File: config.mk
export PLATFORM = sky130hd
export DESIGN_NAME = ddr_req_arbiter
export DESIGN_NICKNAME = d
export VERILOG_FILES = /design/src/rtl/ddr_req_arbiter.sv
export SDC_FILE = /design/constraint.sdc
export NUM_CORES = 1
export LEC_CHECK = 0
export BUFFER_PORTS_ARGS = -buffer_cell sky130_fd_sc_hd__buf_2
export CORE_UTILIZATION = 45
export DETAILED_ROUTE_END_ITERATION = 8
export PLACE_DENSITY = 0.89
export SLEW_MARGIN = 10
export SYNTH_ARGS = -nofsm -noshare
export SYNTH_HDL_FRONTEND = slang
export SYNTH_SLANG_ARGS = --single-unit
File: constraint.sdc
create_clock -name i_clk -period 6.45 [get_ports i_clk]
set_input_delay 1.29 -clock i_clk [delete_from_list [all_inputs] [get_ports i_clk]]
set_output_delay 1.29 -clock i_clk [all_outputs]
set_load 0.01 [all_outputs]
File: src/rtl/ddr_req_arbiter.sv
// Round-robin arbiter sharing one DDR command port among NREQ requesters; one burst per grant.
// Optional watchdog: define DDR_ARB_WATCHDOG_EN to abort stalled transactions after TMO_CYCLES.
module ddr_req_arbiter #(
  parameter int NREQ       = 4,
  parameter int ABITS      = 30,
  parameter int LBITS      = 8,
  parameter int TMO_CYCLES = 1024
) (
  input  logic                    i_clk,
  input  logic                    i_nrst,
  input  logic                    i_calib_done,
  input  logic [NREQ-1:0]         i_req_valid,
  input  logic [NREQ*ABITS-1:0]   i_req_addr,
  input  logic [NREQ-1:0]         i_req_write,
  input  logic [NREQ*LBITS-1:0]   i_req_len,
  output logic [NREQ-1:0]         o_req_ready,
  output logic [NREQ-1:0]         o_done,
  output logic                    o_err,
  output logic                    o_mem_valid,
  output logic [ABITS-1:0]        o_mem_addr,
  output logic                    o_mem_write,
  output logic [LBITS-1:0]        o_mem_len,
  input  logic                    i_mem_ready,
  input  logic                    i_mem_beat,
  input  logic                    i_mem_resp,
  output logic [$clog2(NREQ)-1:0] o_grant_id,
  output logic                    o_busy
);
  localparam int GW = $clog2(NREQ);
  localparam int CW = LBITS + 1;

  localparam logic [1:0] S_WAIT_CALIB = 2'd0;
  localparam logic [1:0] S_IDLE       = 2'd1;
  localparam logic [1:0] S_ISSUE      = 2'd2;
  localparam logic [1:0] S_XFER       = 2'd3;

  logic [1:0]    state;
  logic [GW-1:0] rr_ptr;
  logic [GW-1:0] win;
  logic [GW:0]   idx;
  logic          found;
  logic          grant;
  logic          busy;
  logic [CW-1:0] cnt;
  logic [CW-1:0] cnt_nxt;
  logic          extra_beat;
  logic          len_err;
  logic          fin;
  logic          tmo;

  logic [ABITS-1:0] addr_a [NREQ];
  logic [LBITS-1:0] len_a  [NREQ];

  for (genvar k = 0; k < NREQ; k++) begin : g_unpack
    assign addr_a[k] = i_req_addr[k*ABITS +: ABITS];
    assign len_a[k]  = i_req_len[k*LBITS +: LBITS];
  end

  // First valid requester at or after rr_ptr, wrapping.
  always_comb begin
    found = 1'b0;
    win   = '0;
    idx   = '0;
    for (int i = 0; i < NREQ; i++) begin
      idx = {1'b0, rr_ptr} + (GW+1)'(i);
      if (idx >= (GW+1)'(NREQ)) idx = idx - (GW+1)'(NREQ);
      if (!found && i_req_valid[idx[GW-1:0]]) begin
        found = 1'b1;
        win   = idx[GW-1:0];
      end
    end
  end

  assign grant      = (state == S_IDLE) && i_calib_done && found;
  assign busy       = (state == S_ISSUE) || (state == S_XFER);
  assign extra_beat = busy && i_mem_beat && (cnt == '0);
  assign cnt_nxt    = (busy && i_mem_beat && (cnt != '0)) ? cnt - CW'(1) : cnt;

`ifdef DDR_ARB_WATCHDOG_EN
  logic [15:0] wd;
  logic        activity;
  assign activity = i_mem_ready || i_mem_beat || i_mem_resp;
  assign tmo      = busy && !activity && (wd == 16'(TMO_CYCLES - 1));

  always_ff @(posedge i_clk) begin
    if (!i_nrst)     wd <= '0;
    else if (grant)  wd <= '0;
    else if (busy)   wd <= activity ? 16'd0 : wd + 16'd1;
  end
`else
  assign tmo = 1'b0;
`endif

  assign fin         = ((state == S_XFER) && i_mem_resp) || tmo;
  assign o_req_ready = grant ? (NREQ'(1) << win) : '0;
  assign o_done      = (fin && i_nrst) ? (NREQ'(1) << o_grant_id) : '0;
  // Beat in the completing cycle is already folded into cnt_nxt/extra_beat.
  assign o_err       = fin && i_nrst && (tmo || len_err || extra_beat || (cnt_nxt != '0));
  assign o_mem_valid = (state == S_ISSUE) && !tmo;
  assign o_busy      = busy;

  always_ff @(posedge i_clk) begin
    if (!i_nrst) begin
      state       <= S_WAIT_CALIB;
      rr_ptr      <= '0;
      cnt         <= '0;
      len_err     <= 1'b0;
      o_mem_addr  <= '0;
      o_mem_write <= 1'b0;
      o_mem_len   <= '0;
      o_grant_id  <= '0;
    end else begin
      case (state)
        S_WAIT_CALIB: if (i_calib_done) state <= S_IDLE;
        S_IDLE: begin
          if (!i_calib_done) begin
            state <= S_WAIT_CALIB;
          end else if (found) begin
            o_mem_addr  <= addr_a[win];
            o_mem_write <= i_req_write[win];
            o_mem_len   <= len_a[win];
            o_grant_id  <= win;
            cnt         <= {1'b0, len_a[win]} + CW'(1);
            len_err     <= 1'b0;
            rr_ptr      <= (win == GW'(NREQ - 1)) ? '0 : win + GW'(1);
            state       <= S_ISSUE;
          end
        end
        default: begin
          cnt <= cnt_nxt;
          if (extra_beat) len_err <= 1'b1;
          if (fin)                                 state <= S_IDLE;
          else if (state == S_ISSUE && i_mem_ready) state <= S_XFER;
        end
      endcase
    end
  end
endmodule

# ---- Yosys cells after proc, flatten, opt, wreduce, memory -nomap -nowiden
# Index checks and enable logic that the tools add are counted.
# W data, S select, Z words.
dict set report totals {
  ff_bits 55
  latch_bits 0
  mem_bits_rw 0
  romBits 0
  in_bits 166
  output_inout_bits 52
  wordCells 113
  n_memories 0
}
dict set report classes {
  addsub 10
  mul 0
  div 0
  magnitude_cmp 10
  eq_ne 8
  n_shift 2
  n_mux 45
  n_bitwise 2
  n_reduce_logical 28
}
# op count
set op_table {}
lappend op_table {{$bmux W30 S2} 1}
lappend op_table {{$mux W30} 2}
lappend op_table {{$mux W2} 14}
lappend op_table {{$mux W9} 3}
lappend op_table {{$pmux W9 S2} 1}
lappend op_table {{$reduce_bool A9 Y1} 2}
lappend op_table {{$bmux W8 S2} 1}
lappend op_table {{$mux W8} 2}
lappend op_table {{$lt A2 B3 Y1 const B} 5}
lappend op_table {{$ge A3 B3 Y1 const B} 4}
lappend op_table {{$logic_and A1 B1 Y1} 12}
lappend op_table {{$mux W1} 12}
lappend op_table {{$bmux W1 S2} 5}
lappend op_table {{$add A8 B1 Y9 const B} 1}
lappend op_table {{$logic_not A9 Y1} 1}
lappend op_table {{$reduce_and A3 Y1} 3}
lappend op_table {{$sub A9 B1 Y9 const B} 1}
lappend op_table {{$mux W4} 2}
lappend op_table {{$shl A1 B2 Y4 const A} 2}
lappend op_table {{$sub A2 B1 Y2 const B} 4}
lappend op_table {{$add A2 B2 Y3 const B} 2}
lappend op_table {{$eq A2 B2 Y1 const B} 3}
lappend op_table {{$ne A2 B2 Y1 const B} 3}
lappend op_table {{$pmux W2 S2} 1}
lappend op_table {{other kinds (14)} 18}

# ---- Depth between registers and ports, before layout
dict set report logic_depth {
  depth_word 22
  ltp_mapped 13
  ltp_nobuf 12
}

# ---- Least setup slack after synthesis
# OpenSTA, ideal clock, no wires.
dict set report synth_path {
  path_kind {input port to output port}
  start {in i_req_valid[0]}
  end {out o_req_ready[1]}
  arrival_ns 2.679
  required_time_ns 5.160
  slack_ns 2.481
  path_stages 7
  n_path_buf 2
  cell_sequence {and2_4 -> o2bb2ai_1 -> nor2_4 -> buf_2 -> buf_1 -> ha_1 -> and2_1}
}
dict set report synth_between {
  elab_chain_len 14
  word_cells_on_any_way 25
  cone_classes {shift (1); mux (17); reduce/logical (7)}
}
# item line
set synth_rtl {}
lappend synth_rtl {{start: declaration} 12} ;# input logic [NREQ-1:0] i_req_valid,
lappend synth_rtl {{$bmux W1 S2} 67} ;# if (!found && i_req_valid[idx[GW-1:0]]) begin
lappend synth_rtl {{$mux W1 (implied by the code)} 67}
lappend synth_rtl {{$mux W1} 67}
lappend synth_rtl {{$logic_not A1 Y1} 67}
lappend synth_rtl {{$logic_and A1 B1 Y1} 67}
lappend synth_rtl {{$mux W1} 67}
lappend synth_rtl {{$logic_not A1 Y1} 67}
lappend synth_rtl {{$logic_and A1 B1 Y1} 67}
lappend synth_rtl {{$mux W1} 67}
lappend synth_rtl {{$logic_not A1 Y1} 67}
lappend synth_rtl {{$logic_and A1 B1 Y1} 67}
lappend synth_rtl {{$mux W2 (*)} 67}
lappend synth_rtl {{via win[0]} 39} ;# logic [GW-1:0] win;
lappend synth_rtl {{$shl A1 B2 Y4 (*)} 95} ;# assign o_req_ready = grant ? (NREQ'(1) << win) : '0;
lappend synth_rtl {{$mux W4 (*)} 95}
lappend synth_rtl {{end: declaration} 16} ;# output logic [NREQ-1:0] o_req_ready,
# Mark *: on every way through the listed nets, which the timed path passes. The rest lies on a longest branch. The select of a mux whose other input is x is not followed.

# ---- Worst setup path in the final report
dict set report layout_path {
  start {in i_req_valid[0]}
  end {out o_req_ready[0]}
}
dict set report layout_between {
  elab_chain_len 14
  word_cells_on_any_way 25
  cone_classes {shift (1); mux (17); reduce/logical (7)}
}
# item line
set layout_rtl {}
lappend layout_rtl {{$bmux W1 S2} 67}
lappend layout_rtl {{$mux W1 (implied by the code)} 67}
lappend layout_rtl {{$mux W1} 67}
lappend layout_rtl {{$logic_not A1 Y1} 67}
lappend layout_rtl {{$logic_and A1 B1 Y1} 67}
lappend layout_rtl {{$mux W1} 67}
lappend layout_rtl {{$logic_not A1 Y1} 67}
lappend layout_rtl {{$logic_and A1 B1 Y1} 67}
lappend layout_rtl {{$mux W1} 67}
lappend layout_rtl {{$logic_not A1 Y1} 67}
lappend layout_rtl {{$logic_and A1 B1 Y1} 67}
lappend layout_rtl {{$mux W2 or $mux W1 (tied branches)} 67}
lappend layout_rtl {{$shl A1 B2 Y4 or $logic_and A1 B1 Y1 (tied branches)} {95, 74}}
lappend layout_rtl {{$mux W4 (*)} 95}
# Every way passes the cells marked *; elsewhere a longest branch is shown, timed or not. The select of a mux whose other input is x is not followed.

==> impl_results.md <==
- Outcome: complete, no violations
- Post-layout net count: ~960
- Clock Skews: ~0.012 ns
- Number of distinct library cells after synthesis: 60
- Num CTS Buffers: 5
- Ys Warns: 0
- Antenna violations before repair: 0
- Final hold slack: between 0.4 and 0.5 ns
- Worst setup SP type: input port
- Fmax: between 200 and 250 MHz
- Crit path DAT: 3.50 ns
- Slew HR: a little under a third
- Routed WL: roughly 12 mm
- Leakage dissipation: 0.00253 uW
- DRC: 0
- Via density per instance: approximately 5.4
- Number of synthesized register bits: 55
- First-pass GRT wire length: approximately 21 mm
- Fin Setup TNS: 0 ns
- Reg clk slew, reported paths: approximately 0.090 ns
- Hold Crit Endpoint: o_mem_addr[7]$_SDFFE_PN0P_
- Rows: 34
- Yosys top cell by area: dfxtp_1
- Largest family of logic cells by synthesized area: simple AND/OR/NAND/NOR gates
- Worst-case reg-to-reg path depth: 12
- Clk_lat worst skew: approximately 0.31 ns
- MaxCap Viol Count: 0
- Synth-to-layout area growth: 29.1%
- Global route total overflow: 0
- Placeable core area: approximately 8700 um^2
- Reg2reg setup slack: a little over 3 ns
- WL/cell: between 10 and 15 um
- CTS max path bufs: 2
- Fin crit share: approximately three quarters
- Final core utilization: about three fifths
- Die area: around 9400 um^2
- CP endpoint kind: output pin
- Met3 Routed Length: 789 um
- 1st-iter DRT viols: roughly 200
- Setup violators final: 0
- FILL cells: approximately 840
- Final HPWL DP: slightly above 9 mm
- Initial Utilization: between 40% and 50%
- Reg2Reg Capture Point: cnt[6]$_SDFFE_PN0P_
- Final Hold Fails: 0
- Avg Inst Size Synth: slightly below 7 um^2
- Wl on met1: 5.06 mm
- Cell area after synthesis: about 4100 um^2
- Post-Synth Simple-Gate Area: between 40 and 50%
- I/O Buffers: approximately 220
- Hold depth: 2
- Die height: slightly below 100 um
- Placement Cell Area: 5130 um^2
- Hold Buf Count CTS: 0
- Setup Buffers After CTS: 0
- Mapped Cells: between 600 and 700
- TritonRoute pass-1 iters: 5
- Global placement routability congestion: about 0.91
- Top cells by count, synth: nand2_1, nand3_1, dfxtp_1
- # H-tree levels: 2
- Total number of vias: roughly 4,800
- Post-synthesis async set-or-reset flop share: 0%
- PD cells: 174 nW/um^2
- Clock tree sinks: 55
- Proportion of netlist area held by the largest area contributor: between 20% and 30%
- Pin count of the biggest net entering global routing: just under 80
- CTS tree: done
- Post-synth EDFFs: 0
- RSZ-0062 raised after global routing: no
- Root buffer cell: clkbuf_8
- Top Metal Used: met4
- DIE WIDTH: slightly below 100 um
- Mux contribution to synthesized area: 5.84%
- Routed Antenna Nets: 0
- Resize count post-CTS: 0
- Syn Nets: ~770
- Vias in the first global route: roughly 4,300
- Ports: 218
- Adder-Cell Fraction of Synth Area: around 1.9%
- Crit Path Max Fanout: 45
- Path type of the worst setup path: in2out
- Hold Crit Class: reg2reg
- Global-route usage over all layers: between 20% and 30%
- Prevailing post-synth register cell: dfxtp_1
- Worst VDD drop: ~90 uV
- Xor/xnor share of the synthesized area: approximately 1.3%
- Share of cells above drive strength 1: about a third
- WP data required: between 5 and 6 ns
- Register area share after synthesis: a little over a quarter
- Diode count: 0
- Slew of the pin with the lowest slew margin: just over 1 ns
- Design area: approximately 5200 um^2
- Tmin final: about 4.8 ns
- Slew Limit Fails: 0
- Count leader, synth: nand2_1
- Synth area leaders: dfxtp_1, nand2_1, nand3_1, a21boi_0, mux2i_1
- Hold path start: o_mem_addr[7]$_SDFFE_PN0P_
- Metal2 WL: about 6.3 mm
- Reg2reg start: rr_ptr[1]$_SDFFE_PN0P_
- Post-synthesis compound-gate area fraction: between 10% and 20%
==> stage by stage <==
| step | setup slack, ns | total power [uW] | instances |
|---|---|---|---|
| 2_1_floorplan | 2.48 | 594 | 601 |
| 3_3_place_gp | 1.74 | 701 | 888 |
| 3_5_place_dp | 1.69 | 703 | 888 |
| 4_1_cts | 1.68 | 910 | 896 |
| 5_1_grt | 1.46 | 966 | 896 |
| 6_report | 1.66 | 909 | 896 |
==> logic make-up after synthesis <==
kind of cell,after synthesis
simple gates,365
compound gates,94
flops,55
buf+inv,53
mux,22
xor+xnor,6
fa+ha+maj,6
==> power by group <==
group | leakage, uW | internal [uW] | switching [uW]
clock | 0.0000515 | 98.3 | 111
combinational | 0.00204 | 135 | 187
sequential | 0.000447 | 358 | 19.3
==> how the worst max path moves through the flow <==
stage               slack, ns      startpoint        endpoint  cells past startpoint
finish                   1.66  i_req_valid[0]  o_req_ready[0]                      9
floorplan                2.48  i_req_valid[0]  o_req_ready[1]                      7
detailed placement       1.69  i_req_valid[0]  o_req_ready[0]                      9
global route             1.46  i_req_valid[0]  o_req_ready[3]                      8
global placement         1.74  i_req_valid[0]  o_req_ready[2]                      9
CTS                      1.68  i_req_valid[0]  o_req_ready[0]                      9
==> layer usage <==
| metal | GRT usage (%) | vias up |
|---|---|---|
| met5 | 0 | - |
| met4 | 9.18 | 0 |
| met3 | 4.41 | 27 |
| met2 | 45.7 | 191 |
| met1 | 32.9 | 2156 |
| li1 | - | 2424 |
==> area by class of cell <==
cell class	instances	area, um^2	share of cell area, %
Tap cell	108	135	2.58
Timing Repair Buffer	222	1120	21.5
Clock buffer	8	100	1.91
Multi-Input combinational cell	493	2730	52.2
Sequential cell	55	1100	21.1
Inverter	10	38.8	0.742
==> layout by cell type (no fill, tap or decap), drive strengths merged, types with 6 or more instances in the layout <==
master and n:
mux2i 15, mux2 7, dfxtp 55, buf 222, and2 18, nor3 9
inv 9, nand3 107, nor2 17, nand2 183, a21boi 34, ha 6
o21ai 19, clkbuf 8, a21oi 18, nand2b 6
==> sequential cells by signal (all words and copies together), names as in the netlist <==
signal       cells
cnt              9
o_mem_len        8
o_mem_write      1
o_mem_addr      30
o_grant_id       2
state            2
len_err          1
rr_ptr           2
==> worst max-delay path, stage by stage <==
cell and delay, ns:
buf_2 0.12, and2_4 0.17, o2bb2ai_1 0.16, nor2_4 0.11, buf_4 0.46, inv_1 0.52, ha_1 0.38, and2_1 0.13
buf_2 0.13
Power figures use the tool's default switching activity.
